[src/rtl/icache.sv]
// Direct-mapped, one-word-per-line instruction cache sitting between the fetch
// unit and the memory controller's byte-serial icache port.
module icache #(
  parameter int INDEX_BITS = 6
) (
  input  logic        clk,
  input  logic        rst,
  input  logic        rdy,
  input  logic        flush,
  input  logic        fetch_valid,
  input  logic [31:0] fetch_addr,
  output logic        inst_valid,
  output logic [31:0] inst,
  output logic        mem_req,
  output logic [31:0] mem_addr,
  input  logic        mem_valid,
  input  logic [31:0] mem_data
);

  localparam int LINES = 1 << INDEX_BITS;
  localparam int TAG_W = 30 - INDEX_BITS;

  typedef enum logic {IDLE, MISS} state_t;

  state_t                  state, state_n;
  logic [LINES-1:0]        valid_q;
  logic [TAG_W-1:0]        tag_mem  [LINES];
  logic [31:0]             data_mem [LINES];

  logic [INDEX_BITS-1:0]   pend_idx, pend_idx_n;
  logic [TAG_W-1:0]        pend_tag, pend_tag_n;
  logic                    cancelled, cancelled_n;
  logic                    inst_valid_n, mem_req_n, fill_we;
  logic [31:0]             inst_n, mem_addr_n;

  logic [INDEX_BITS-1:0]   req_idx;
  logic [TAG_W-1:0]        req_tag;
  logic                    hit;
  logic                    unused_addr_lsb;

  assign req_idx         = fetch_addr[INDEX_BITS+1:2];
  assign req_tag         = fetch_addr[31:INDEX_BITS+2];
  assign hit             = valid_q[req_idx] && (tag_mem[req_idx] == req_tag);
  assign unused_addr_lsb = ^fetch_addr[1:0];

  always_comb begin
    state_n      = state;
    inst_n       = inst;
    inst_valid_n = 1'b0;
    mem_req_n    = mem_req;
    mem_addr_n   = mem_addr;
    pend_idx_n   = pend_idx;
    pend_tag_n   = pend_tag;
    cancelled_n  = cancelled;
    fill_we      = 1'b0;
    case (state)
      IDLE: begin
        // inst_valid high forces a bubble so a held request is not re-accepted
        if (fetch_valid && !flush && !inst_valid) begin
          if (hit) begin
            inst_n       = data_mem[req_idx];
            inst_valid_n = 1'b1;
          end else begin
            mem_req_n   = 1'b1;
            mem_addr_n  = {fetch_addr[31:2], 2'b00};
            pend_idx_n  = req_idx;
            pend_tag_n  = req_tag;
            cancelled_n = 1'b0;
            state_n     = MISS;
          end
        end
      end
      MISS: begin
        // the fill always completes; flush only suppresses delivery
        if (mem_valid) begin
          fill_we    = 1'b1;
          mem_req_n  = 1'b0;
          mem_addr_n = 32'h0;
          if (!cancelled && !flush) begin
            inst_n       = mem_data;
            inst_valid_n = 1'b1;
          end
          state_n = IDLE;
        end else if (flush) begin
          cancelled_n = 1'b1;
        end
      end
      default: state_n = IDLE;
    endcase
  end

  // control and output registers
  always_ff @(posedge clk) begin
    if (rst) begin
      state      <= IDLE;
      cancelled  <= 1'b0;
      inst_valid <= 1'b0;
      inst       <= 32'h0;
      mem_req    <= 1'b0;
      mem_addr   <= 32'h0;
      valid_q    <= '0;
    end else if (rdy) begin
      state      <= state_n;
      cancelled  <= cancelled_n;
      inst_valid <= inst_valid_n;
      inst       <= inst_n;
      mem_req    <= mem_req_n;
      mem_addr   <= mem_addr_n;
      if (fill_we) valid_q[pend_idx] <= 1'b1;
    end
  end

  // storage arrays and pending-miss bookkeeping, never reset
  always_ff @(posedge clk) begin
    if (rdy && !rst) begin
      pend_idx <= pend_idx_n;
      pend_tag <= pend_tag_n;
      if (fill_we) begin
        tag_mem[pend_idx]  <= pend_tag;
        data_mem[pend_idx] <= mem_data;
      end
    end
  end

endmodule

[config.mk]
export PLATFORM = sky130hd
export DESIGN_NAME = icache
export DESIGN_NICKNAME = d
export VERILOG_FILES = /design/src/rtl/icache.sv
export SDC_FILE = /design/constraint.sdc
export NUM_CORES = 2
export LEC_CHECK = 0
export ABC_AREA = 1
export CORE_AREA = 2 2 545 763
export DETAILED_ROUTE_END_ITERATION = 6
export DIE_AREA = 0 0 547 765
export PLACE_DENSITY = 0.48
export SLEW_MARGIN = 20
export SYNTH_ARGS = -nofsm -noshare
export SYNTH_HDL_FRONTEND = slang
export SYNTH_SLANG_ARGS = --single-unit
[constraint.sdc]
create_clock -name clk -period 5.2 [get_ports clk]
set_input_delay 0.52 -clock clk [delete_from_list [all_inputs] [get_ports clk]]
set_output_delay 0.52 -clock clk [all_outputs]
set_load 0.03 [all_outputs]
==> flow_summary.yaml <==
status:
  status: "complete, no violations"
yosys:
  ys.flop_type: "edfxtp_1"
  syn_area_um2: 148000
  yosysUniqueCellTypes: 32
  synth_edf_count: 3614
  avgSynthCellArea_um2: 12.6
  synthCells: 11706
  synth-seq-cells: 3744
  ys_warn_count: 0
  async_flop_share_pct: 0
  yosysSeqAreaShare_pct: 75.2
cts:
  cts_root_buf: "clkbuf_16"
  cts_sinks: 3744
  cts_tree: "built"
  h-tree-depth: 5
  cts_buffer_depth: 4
  postCtsSetupRepairBufs: 0
  clkTransAtPathRegs_ps: 60
  cts_buffers: 376
  clk_latency_ps: 990
grt:
  grt_max_degree: 201
  grt_pass1_wl_mm: 722
  grt_pass1_vias: 96036
  grt_antenna_before_repair: 30
  grt_use_total_pct: 23.8
  grt-ovfl-total: 0
die:
  die-area_um2: 418000
  die_w_um: 547
  rows: 279
  io_pins: 136
  core_um2: 412000
  start_util_pct: 35.9
  chipHeight_um: 765
critical_path:
  worstPathArrival_ps: 5210
  crit_fanout: 45
  cpMostUsedCell: "nand2_1"
  endpoint_kind: "register"
  crit_slowest_cell: "nor2_4"
  start_kind: "input port"
  slowest_delay_ps: 760
  path_cells: "dlygate4sd3_1 -> buf_8 -> inv_8 -> buf_12 -> buf_4 -> nand3_1 -> nand2_1 -> nand2_1 -> nand2_1 -> nand2_1 -> nand3_1 -> nand2_1 -> nand2_1 -> a21oi_1 -> nand2_1 -> nor2_1 -> nand3_1 -> nand2_1 -> nor2_1 -> nand2_1 -> nor2_4 -> buf_4"
  crit_type: "in2reg"
  cp_num_buf_inv: 6
  critical_path.top_delay_family: "simple AND/OR/NAND/NOR gates"
  crit_required_ps: 5870
place:
  pre_cts_slack_ps: 255
  place_congestion: 0.791
  dpl.hpwl_mm: 260
  portBuffers: 131
flow_run:
  drv_cap: 0
drt:
  remaining_drc_errors: 0
  dr_wl_met2_mm: 253
  wl_per_cell_um: 29.1
  maxUsedRoutingLayer: "met5"
  drtIter0Drc: 11471
  wl_met1_mm: 210
  ant_nets: 0
  drt_pass1_iterations: 6
  totalWireLength_mm: 513
  viasPerCell: 5.62
  route.met3.wl_mm: 32.3
  dr_total_vias: 99027
timing:
  min_period_ps: 4540
  fin_setup_tns_ps: 0
  slew_headroom_pct: 22.0
  drv_slew: 0
  finalSetupViolations: 0
  hold_viol: 0
  fmax_mhz: 220
  worstMarginPinSlew_ps: 1170
  rsz0062_at_grt: "no"
  finalWorstSetupSlack_ps: 662
  fin_crit_sh_pct: 87.3
  clock-skew-final_ps: 51.4
hold_path:
  hold_path_class: "in2reg"
cells_and_area:
  drive_gt1_share_pct: 9.33
  fin_nets: 11891
  area_delta_synth_final_pct: 15.1
power:
  powerDensity_nw_per_um2: 380
  p_leak_nw: 55.6
  ir_worst_vdd_v: 0.000272
-- logic make-up after synthesis --
| group | after synthesis | share of synthesized area, % |
|---|---|---|
| compound gates | 2104 | 8.00 |
| buf+inv | 937 | 2.81 |
| simple gates | 4920 | 13.9 |
| flops | 3744 | 75.2 |
| other cells | 1 | 0.00254 |
-- through the flow --
stage          utilization (%)  cell area (um^2)  instances  total power, mW  hold slack [ps]
2_1_floorplan                -            148000      11707             35.5              428
3_3_place_gp              38.2            157000      16915             37.1              438
3_5_place_dp              38.2            157000      16915             37.1              445
4_1_cts                   41.3            170000      17604             65.1             26.4
5_1_grt                   41.3            170000      17606             66.5             96.1
6_report                  41.3            170000      17609             64.7             98.1
-- registers in the layout, indices dropped and copies added, names as in the netlist --
signal and flops:
data_mem 2048, tag_mem 1536, valid_q 64, inst 32, mem_addr 30, pend_tag 24, pend_idx 6, cancelled 1
inst_valid 1, mem_req 1, state 1
-- Yosys cell counts (3+ instances only) --
master / instances / share of area [%]
buf_6: 5 / 0.038
o32ai_1: 16 / 0.095
o21ai_0: 1315 / 4.5
nand2_1: 1851 / 4.7
buf_2: 353 / 1.2
nand3b_1: 9 / 0.046
inv_1: 74 / 0.19
dfxtp_1: 130 / 1.8
edfxtp_1: 3614 / 73
clkbuf_1: 416 / 1.1
o211ai_1: 42 / 0.21
inv_2: 6 / 0.015
nand3_1: 1581 / 5.4
nor3_1: 6 / 0.020
o21ai_1: 5 / 0.017
nand2_2: 3 / 0.013
o22ai_1: 481 / 2.0
a21oi_1: 89 / 0.30
a31oi_1: 26 / 0.11
buf_4: 40 / 0.20
o221ai_1: 122 / 0.72
nor2_1: 1429 / 3.6
a32o_1: 3 / 0.020
buf_1: 41 / 0.10
nand4_1: 39 / 0.17
-- worst reg2reg max path: cells and delay by family, from the launching register on --
family	cells	cell delay, ps
AND/OR/NAND/NOR	16	2730
flip-flops	1	380
buffers and inverters	1	320
AO/OA/AOI/OAI	1	130
-- layout by cell type, fill, tap and decap left out, types with 16 or more instances in the layout --
cell	Yosys	final
a21oi_1	89	89
a31oi_1	26	26
buf_12	0	117
buf_2	353	30
buf_4	40	340
bufinv_16	0	51
clkbuf_1	416	70
clkbuf_16	0	382
clkdlybuf4s50_1	0	92
clkinv_1	1	54
clkinv_2	0	72
clkinvlp_4	0	17
dfxtp_1	130	129
edfxtp_1	3614	3614
inv_1	74	74
nand2_1	1851	1849
nand3_1	1581	1581
nand4_1	39	39
nor2_1	1429	1363
nor2_4	0	65
o211ai_1	42	42
o21ai_0	1315	1315
o221ai_1	122	122
o22ai_1	481	481
o32ai_1	16	16
-- area by class of cell --
class                      count  area (um^2)
fill                       37816       242000
sequential                  3744       111000
multi-input combinational   7026        32900
clock buffer                 462         9960
tap                         5479         6860
timing repair buffer         591         6120
clock inverter               220         2670
inverter                      82          357
antenna                        5         12.5
-- per-layer routing --
layer  track usage, %  vias up
met5                0        -
met4             8.01        8
met3             2.90      817
met2             40.9     4020
met1             31.3    51007
li1                 -    43175
-- path summary, 6_finish.rpt --
path	startpoint	depth (start not counted)	end	slack, ps
worst max-delay path	fetch_addr[4]	22	pend_tag[14]	660
worst min register to register	mem_addr[2]	2	mem_addr[2]	460
worst min-delay path	mem_data[28]	1	data_mem[53][28]	100
worst max register to register	tag_mem[49][13]	18	pend_tag[14]	1330
-- where the power goes --
part	internal [mW]	switching, mW
combinational	0.954	2.63
clock	16.2	11.9
sequential	32.9	0.0131
-- timing repair --
item,4_1_cts,5_1_grt
hold buffers,7,0
hold endpoints to repair,105,0
resized for setup,0,0
No activity file was read; power rests on OpenSTA's default activity.
